**src/rtl/ccta_pkg.sv**
```systemverilog
// Shared types for the two-requester add/sub arbiter.
// Holds FSM state encoding and operation selects.
package ccta_pkg;

    typedef enum logic [1:0] {
        IDLE = 2'd0,
        EXEC = 2'd1,
        RESP = 2'd2
    } state_t;

    localparam logic OP_ADD = 1'b0;
    localparam logic OP_SUB = 1'b1;

endpackage

```
**src/rtl/ccta_arbiter_addsub.sv**
```systemverilog
// Combinational add/sub datapath: a+b or a-c,
// both produced at W+1 bits.
module addsub_unit
    import ccta_pkg::*;
#(
    parameter int W = 4
) (
    input  logic [W-1:0] a,
    input  logic [W-1:0] b,
    input  logic [W-1:0] c,
    input  logic         op,
    output logic [W:0]   result
);

    always_comb begin
        if (op == OP_SUB) begin
            result = {1'b0, a} - {1'b0, c};
        end else begin
            result = {1'b0, a} + {1'b0, b};
        end
    end

endmodule

```
**src/rtl/ccta_arbiter.sv**
```systemverilog
// Round-robin arbiter sharing one add/sub unit
// between two requesters, one operation in flight.
module ccta_arbiter
    import ccta_pkg::*;
#(
    parameter int W = 4
) (
    input  logic         clk,
    input  logic         rst_n,
    input  logic         req0,
    input  logic         req1,
    input  logic         op0,
    input  logic         op1,
    input  logic [W-1:0] a0,
    input  logic [W-1:0] b0,
    input  logic [W-1:0] c0,
    input  logic [W-1:0] a1,
    input  logic [W-1:0] b1,
    input  logic [W-1:0] c1,
    output logic         gnt0,
    output logic         gnt1,
    output logic         rsp_valid,
    input  logic         rsp_ready,
    output logic [W:0]   rsp_data,
    output logic         rsp_id,
    output logic         busy
);

    state_t       state;
    state_t       state_nx;
    logic         last_id;
    logic         op_q;
    logic         id_q;
    logic [W-1:0] a_q;
    logic [W-1:0] b_q;
    logic [W-1:0] c_q;
    logic [W:0]   res;

    addsub_unit #(.W(W)) u_addsub (
        .a      (a_q),
        .b      (b_q),
        .c      (c_q),
        .op     (op_q),
        .result (res)
    );

    // last_id=1 means requester 0 wins the next tie
    always_comb begin
        state_nx = state;
        gnt0     = 1'b0;
        gnt1     = 1'b0;
        unique case (state)
            IDLE: begin
                if (rst_n && (req0 || req1)) begin
                    if (req0 && (!req1 || last_id)) begin
                        gnt0 = 1'b1;
                    end else begin
                        gnt1 = 1'b1;
                    end
                    state_nx = EXEC;
                end
            end
            EXEC: state_nx = RESP;
            RESP: begin
                if (rsp_ready) begin
                    state_nx = IDLE;
                end
            end
            default: state_nx = IDLE;
        endcase
    end

    always_ff @(posedge clk) begin
        if (!rst_n) begin
            state     <= IDLE;
            rsp_valid <= 1'b0;
            rsp_data  <= '0;
            rsp_id    <= 1'b0;
            busy      <= 1'b0;
            last_id   <= 1'b1;
            op_q      <= OP_ADD;
            id_q      <= 1'b0;
            a_q       <= '0;
            b_q       <= '0;
            c_q       <= '0;
        end else begin
            state <= state_nx;
            if (gnt0 || gnt1) begin
                op_q    <= gnt1 ? op1 : op0;
                a_q     <= gnt1 ? a1 : a0;
                b_q     <= gnt1 ? b1 : b0;
                c_q     <= gnt1 ? c1 : c0;
                id_q    <= gnt1;
                last_id <= gnt1;
                busy    <= 1'b1;
            end
            if (state == EXEC) begin
                rsp_data  <= res;
                rsp_id    <= id_q;
                rsp_valid <= 1'b1;
            end
            if (state == RESP && rsp_ready) begin
                rsp_valid <= 1'b0;
                busy      <= 1'b0;
            end
        end
    end

endmodule

```
**config.mk**
```make
export PLATFORM = sky130hd
export DESIGN_NAME = ccta_arbiter
export DESIGN_NICKNAME = d
export VERILOG_FILES = /design/src/rtl/ccta_pkg.sv /design/src/rtl/ccta_arbiter_addsub.sv /design/src/rtl/ccta_arbiter.sv
export SDC_FILE = /design/constraint.sdc
export NUM_CORES = 1
export LEC_CHECK = 0
export CORE_MARGIN = 2
export CORE_UTILIZATION = 30
export CTS_BUF_LIST = sky130_fd_sc_hd__clkbuf_4
export DETAILED_ROUTE_END_ITERATION = 7
export PLACE_DENSITY = 0.52
export SYNTH_ARGS = -nofsm -noshare
export SYNTH_HDL_FRONTEND = slang
export SYNTH_SLANG_ARGS = --single-unit
```
**constraint.sdc**
```tcl
create_clock -name clk -period 4.45 [get_ports clk]
set_input_delay 0.89 -clock clk [delete_from_list [all_inputs] [get_ports clk]]
set_output_delay 0.89 -clock clk [all_outputs]
set_load 0.01 [all_outputs]
```
# After elaboration in Yosys (flattened, before gate mapping)
# Cells that the tools add are included.
[classes]
add_sub_neg = 2
eq_ne = 4
n_mux = 14
n_bitwise = 1
n_reduce_logical = 10
[op_table]
columns = ["cell", "count"]
rows = [
  ["two-way mux 4 bit", 3],
  ["two-way mux 1 bit", 7],
  ["case mux 2 bit (3 select lines)", 1],
  ["adder 4 x 4 -> 5 bit", 1],
  ["two-way mux 5 bit", 1],
  ["subtractor 4 x 4 -> 5 bit", 1],
  ["two-way mux 2 bit", 2],
  ["!= test 2 bit, second input constant", 2],
  ["logical AND 1 bit", 3],
  ["logical OR 1 bit", 3],
  ["== test 2 x 1 -> 1 bit, second input constant", 1],
  ["== test 2 bit, second input constant", 1],
  ["zero test 2 bit", 1],
  ["AND reduction 2 bit", 1],
  ["OR reduction 2 bit", 1],
  ["zero test 1 bit", 1],
  ["inverter 1 bit", 1],
]
[word_totals]
ff_bits = 25
wordCells = 42

# Longest topological paths before layout
# Gate-level depths: netlist of run 1.
[depth]
depth_word = 7
ltp_mapped = 10
mapped_depth_nobuf = 10

# Hierarchy
# Synthesis of run 1 repeated with hierarchy kept, for this count alone.
[unflattened]
cells_unflattened = 164
hier_area_um2 = 1445.1
[modules_own_cells]
columns = ["mod", "n_inst", "cells_each", "area_each_um2", "seq_area_each_um2"]
rows = [
  ["ccta_arbiter", 1, 130, 1182.4, 500.5],
  ["addsub_unit", 1, 34, 262.8, 0.0],
]

# Least setup slack after synthesis of run 1
# OpenSTA, ideal clock, no wires.
[synth_path]
path_type = "input to output"
start = "input rst_n"
end = "output gnt1"
t_arrival_ns = 1.617
required_time_ns = 3.560
setup_slack_ns = 1.943
path_stages = 4
cell_sequence = "inv_2 -> nor4_4 -> buf_4 -> nor2b_1"
[synth_between]
elab_chain_len = 3
[synth_lines]
columns = ["item", "line", "text"]
rows = [
  ["start, declared", "ccta_arbiter.sv:9", "input logic rst_n,"],
  ["logical AND 1 bit", "ccta_arbiter.sv:54", "if (rst_n && (req0 || req1)) begin"],
  ["two-way mux 1 bit", "ccta_arbiter.sv:54", ""],
  ["two-way mux 1 bit", "ccta_arbiter.sv:52", "unique case (state)"],
  ["end, declared", "ccta_arbiter.sv:21", "output logic gnt1,"],
]
# Every way passes these cells.

# Worst setup path after layout of run 1
[layout_path]
start = "input rst_n"
end = "output gnt0"
[layout_between]
elab_chain_len = 3
[layout_lines]
columns = ["item", "line", "text"]
rows = [
  ["logical AND 1 bit", "ccta_arbiter.sv:54", ""],
  ["two-way mux 1 bit", "ccta_arbiter.sv:54", ""],
  ["two-way mux 1 bit", "ccta_arbiter.sv:52", ""],
  ["end, declared", "ccta_arbiter.sv:20", "output logic gnt0,"],
]
# Every way passes these cells.

==> out/qor.csv, run 1 <==
metric;value;unit
status;finished clean;
Avg Inst Size Synth;8.85;um^2
Slew Viols, Final;0;
# setup viols final;0;
Worst Tran Pin Value;0.594;ns
Final min period;3.57;ns
DIE HEIGHT;68.0;um
layout cells sized above 1;6.70;%
H-tree depth;1;
GR met1 Demand/Resource;14.0;%
CTS tree;built;
drt drc;0;
Nets;217;
vias in the first global route;1080;
all-layer global routing usage;12.8;%
# IOs;41;
HP Class;reg2reg;
Post-Synthesis Cells;139;
total congestion overflow;0;
Sink Count;25;
CTS Buf Count;3;
global route hottest layer;met2;
setup_tns;0;ns
antenna cell count;0;
first-pass GRT wire length;4440;um
max_slew headroom;60.3;%
post-synth cell types;29;
average wire per standard cell;11.2;um
pwr dens;315;mW/mm^2
Crit Path Max Fanout;8;
worst skew pair latency;0.32;ns
Max-Cap Viols;0;
Lkg Pwr;0.679;nW
Finished Layout Cells;229;
Worst setup EP type;primary output;
RSZ-0062 raised after global routing;false;
Req. time, crit path;3.56;ns
CP startpoint kind;primary input;
Net Count, Synth;176;
dpl hpwl;2090;um
clk_skew;0.0115;ns
initial antenna violation count;0;
CP Class;in2out;
setup bufs post-CTS;0;
1st-iter DRT viols;25;
via count;1062;
vias per cell;4.64;
clk slew on worst S/H paths;0.13;ns
Post-Syn Area;0.00123;mm^2
VDD IR max;0.112;mV
routability cong.;0.762;
Final Hold Fails;0;
fin crit share;80.2;%
Cells after DPL;225;
Buffers on Ports;40;
crit path DAT;2.68;ns
Area growth syn-to-layout;38.5;%
Total Power;537;uW
most frequent cells in the layout;clkdlybuf4s50_1, dfxtp_1, a21oi_1;
clock root buffer;clkbuf_4;
flop and latch count out of synthesis;25;
Highest Clock Rate;280;MHz
chip width;68.0;um
die area;0.00463;mm^2
Starting Density;31.0;%
met3 GRT Util;2.96;%
Seq/Total Area, Yosys;40.7;%
CTS Hold Bufs;0;
Post-Route WL;2570;um
commonest non-fill, non-tap cell in the layout;clkdlybuf4s50_1;
Core Box Area;0.00397;mm^2
fill count;394;
CTS Buffer Depth;2;
GR Layer Usage met2;23.9;%
Synth Warn #;0;
Pre-Repair DR Iteration Count;4;
Final ANT Viol Nets;0;
post-cts repair resize count;0;
largest net degree at the start of global routing;28;
row count;23;
## flip-flops by register name, indices dropped and copies added (netlist names)
signal,flops
c_q,4
busy,1
rsp_valid,1
id_q,1
last_id,1
state,2
rsp_data,5
op_q,1
a_q,4
b_q,4
rsp_id,1
## cells in the mapped netlist
cell	instances	area [um^2]
o21ai_0	14	70.1
inv_1	6	22.5
nor4_4	1	21.3
and3_1	1	6.26
nor2_1	14	52.6
a21oi_1	22	110
buf_4	3	22.5
nand3_1	1	5.00
nand2_1	6	22.5
dfxtp_1	25	500
nor3_1	1	5.00
a21boi_2	1	11.3
inv_2	1	3.75
fa_1	1	20.0
and2_1	1	6.26
buf_2	2	10.0
a211oi_1	3	22.5
nor2b_1	2	12.5
mux2i_1	14	140
ha_1	5	62.6
buf_1	1	3.75
or3b_2	1	8.76
xor2_1	2	17.5
nand2b_1	3	18.8
mux2_2	1	11.3
clkbuf_1	1	3.75
xnor2_1	1	8.76
nand3b_1	2	15.0
o21ai_1	3	15.0
## worst max-delay path, stage by stage
cell and delay, ns:
clkdlybuf4s50_1 0.51, inv_2 0.10, nor4_4 0.39, and2_1 0.23, clkdlybuf4s50_1 0.55
## metal layers
| layer | wire, um | up-vias |
|---|---|---|
| li1 | - | 565 |
| met1 | 1130 | 464 |
| met2 | 1250 | 29 |
| met3 | 151 | 4 |
| met4 | 35 | 0 |
| met5 | 0 | - |
## layout make-up
cell class                 instances  area (um^2)  share of cell area [%]
multi-input combinational        100          663                    38.9
sequential                        25          500                    29.4
timing repair buffer              43          423                    24.8
tap                               50         62.6                    3.67
inverter                           7         26.3                    1.54
clock buffer                       3         22.5                    1.32
clock inverter                     1         5.00                   0.294
## logic make-up after synthesis
| logic type | synth area share (%) |
|---|---|
| adders and majority gates | 6.71 |
| AOI/OAI and AO/OA | 18.6 |
| DFF | 40.7 |
| xor gates and xnor gates | 2.14 |
| and+or+nand+nor | 14.1 |
| buffers and inverters | 5.39 |
| muxes | 12.3 |
## metrics by stage
step / worst slack, ns / utilization (%) / hold WS, ns / cell area, um^2
finish: 0.881 / 42.9 / 0.469 / 1700
detailed placement: 0.888 / 42.2 / 0.454 / 1680
global route: 0.821 / 42.9 / 0.505 / 1700
floorplan: 1.94 / - / 0.429 / 1230
CTS: 0.886 / 42.9 / 0.473 / 1700
global placement: 0.905 / 42.2 / 0.449 / 1680
## path summary, 6_finish.rpt
| kind | startpoint | end | slack (ns) | depth (start not counted) |
|---|---|---|---|---|
| worst max register to register | b_q[0]$_SDFFE_PN0P_ | rsp_data[4]$_SDFFE_PN0N_ | 2.25 | 8 |
| worst max-delay path | rst_n | gnt0 | 0.88 | 5 |
| worst min-delay path | rsp_data[3]$_SDFFE_PN0N_ | rsp_data[3]$_SDFFE_PN0N_ | 0.47 | 2 |
| worst min register to register | rsp_data[3]$_SDFFE_PN0N_ | rsp_data[3]$_SDFFE_PN0N_ | 0.47 | 2 |
## report_power, final
group	internal (mW)	switching, mW	leakage, nW
Combinational	0.0935	0.0790	0.455
Clock	0.0337	0.0682	0.0177
Sequential	0.247	0.0159	0.206
Total	0.374	0.163	0.679
(Power assumes the default switching activity.)
==> run 2, diff against run 1 <==
--- a/config.mk
+++ b/config.mk
@@ -9,7 +9,7 @@
 export CORE_UTILIZATION = 30
 export CTS_BUF_LIST = sky130_fd_sc_hd__clkbuf_4
 export DETAILED_ROUTE_END_ITERATION = 7
-export PLACE_DENSITY = 0.52
+export PLACE_DENSITY = 0.55
 export SYNTH_ARGS = -nofsm -noshare
 export SYNTH_HDL_FRONTEND = slang
 export SYNTH_SLANG_ARGS = --single-unit
==> constraint.sdc (replaced) <==
create_clock -name clk -period 3.2 [get_ports clk]
set_input_delay 0.64 -clock clk [delete_from_list [all_inputs] [get_ports clk]]
set_output_delay 0.64 -clock clk [all_outputs]
set_load 0.01 [all_outputs]
==> run 2 against run 1 <==
Against the previous run:
- sequential power increased by 38%
- sequential cell count unchanged
- count of clock-buffer cells in the layout is 1 higher
- non-clock buffer count rose by 1
- largest power group unchanged
==> out/qor.csv, run 2 (synthesis gave the netlist of run 1 again) <==
metric;value;unit;change
status;finished clean;;unchanged
most frequent cells in the layout;clkdlybuf4s50_1, dfxtp_1, a21oi_1;;unchanged
CP startpoint kind;primary input;;unchanged
Sink Count;25;;unchanged
fin crit share;92.0;%;
Crit Path Max Fanout;8;;unchanged
setup_tns;0;ns;unchanged
GR met1 Demand/Resource;14.9;%;was 14.0%
Req. time, crit path;2.56;ns;was 3.56 ns
sequential cell area;500;um^2;unchanged
max_slew headroom;61.5;%;was 60.3%
Starting Density;31.0;%;unchanged
first-pass GRT wire length;4170;um;was 4440 um
CP Class;in2out;;unchanged
HP Class;reg2reg;;unchanged
Pre-Repair DR Iteration Count;4;;unchanged
CTS tree;built;;unchanged
vias in the first global route;989;;was 1080
clk_skew;0.00125;ns;was 0.0115 ns
Slew Viols, Final;0;;unchanged
most used cell along the critical path;clkdlybuf4s50_1;;unchanged
register name with the most flops;rsp_data;;unchanged
Worst Tran Pin Value;0.576;ns;was 0.594 ns
H-tree depth;1;;unchanged
row count;23;;unchanged
all-layer global routing usage;12.1;%;was 12.8%
setup bufs post-CTS;0;;unchanged
clk slew on worst S/H paths;0.13;ns;about the same
dpl hpwl;2010;um;was 2090 um
slowest stage cell, crit path;clkdlybuf4s50_1;;unchanged
Buffers on Ports;40;;unchanged
Final min period;2.94;ns;
VDD IR max;0.118;mV;was 0.112 mV
Final Hold Fails;0;;unchanged
vias per cell;4.60;;was 4.64
chip width;68.0;um;unchanged
multi-input logic area;663;um^2;unchanged
CTS Buf Count;3;;unchanged
global route hottest layer;met2;;unchanged
RSZ-0062 raised after global routing;false;;unchanged
largest stage delay on the critical path;0.54;ns;was 0.55 ns
post-cts repair resize count;0;;unchanged
Worst setup EP type;primary output;;unchanged
Highest Clock Rate;340;MHz;
fill count;402;;was 394
Final ANT Viol Nets;0;;unchanged
drt drc;0;;unchanged
1st-iter DRT viols;21;;was 25
DIE HEIGHT;68.0;um;unchanged
crit path DAT;2.30;ns;was 2.68 ns
clock root buffer;clkbuf_4;;unchanged
Post-Route WL;2560;um;was 2570 um
antenna cell count;0;;unchanged
CTS Hold Bufs;0;;unchanged
commonest non-fill, non-tap cell in the layout;clkdlybuf4s50_1;;unchanged
largest net degree at the start of global routing;26;;was 28
worst path cell trace;clkdlybuf4s50_1, inv_2, nor4_4, and2_1, clkdlybuf4s50_1;;unchanged
CTS Buffer Depth;2;;unchanged
Core Box Area;0.00397;mm^2;unchanged
Area growth syn-to-layout;39.3;%;was 38.5%
Final Util;43.1;%;was 42.9%
pwr dens;441;mW/mm^2;was 315 mW/mm^2
Lkg Pwr;0.684;nW;was 0.679 nW
GR Layer Usage met2;20.0;%;was 23.9%
Nets;218;;was 217
# IOs;41;;unchanged
Max-Cap Viols;0;;unchanged
total congestion overflow;0;;unchanged
average wire per standard cell;11.1;um;was 11.2 um
Total Power;755;uW;was 537 uW
worst skew pair latency;0.31;ns;was 0.32 ns
Largest register FFs;5;;unchanged
die area;0.00463;mm^2;unchanged
layout cells sized above 1;7.22;%;was 6.70%
# setup viols final;0;;unchanged
via count;1058;;was 1062
met3 GRT Util;2.47;%;was 2.96%
initial antenna violation count;0;;unchanged
routability cong.;0.820;;was 0.762
[run 2: cell count changes in the layout (fill, tap and decap cells not counted), sizes merged]
cell	delta
buf	+1
clkbuf	+1
clkinv	-1
[run 2: power breakdown]
part,switching [mW],internal [mW]
sequential,0.0214,0.343
clock,0.0910,0.0572
combinational,0.110,0.132
total,0.222,0.533
[run 2: final cells by class]
type	count	area share, %
Multi-Input combinational cell	100	38.7
Sequential cell	25	29.2
Timing Repair Buffer	44	25.1
Tap cell	50	3.65
Clock buffer	4	1.75
Inverter	7	1.53
[run 2: routing by layer]
metal | routed length (um) | share of wire [%]
met5 | 0 | 0
met4 | 40 | 1.6
met3 | 131 | 5.1
met2 | 1200 | 47
met1 | 1180 | 46
[run 2: final timing paths]
| path | start | to | slack [ns] | cells past startpoint |
|---|---|---|---|---|
| max | rst_n | gnt0 | 0.26 | 5 |
| min reg2reg | rsp_id$_SDFFE_PN0N_ | rsp_id$_SDFFE_PN0N_ | 0.47 | 2 |
| max reg2reg | b_q[0]$_SDFFE_PN0P_ | rsp_data[4]$_SDFFE_PN0N_ | 1.02 | 8 |
| min | rsp_id$_SDFFE_PN0N_ | rsp_id$_SDFFE_PN0N_ | 0.47 | 2 |
[run 2: critical path: cells and delay by family]
| kind | cells | cell delay [ns] |
|---|---|---|
| buffers and inverters | 3 | 1.14 |
| and+or+nand+nor | 2 | 0.52 |
[run 2: metrics by stage]
stage / instance area [um^2] / instances / setup slack, ns / hold WS, ns
global route: 1710 / 230 / 0.140 / 0.490
floorplan: 1230 / 139 / 1.19 / 0.429
CTS: 1710 / 230 / 0.234 / 0.471
finish: 1710 / 230 / 0.257 / 0.469
detailed placement: 1680 / 226 / 0.239 / 0.453
global placement: 1680 / 226 / 0.238 / 0.452
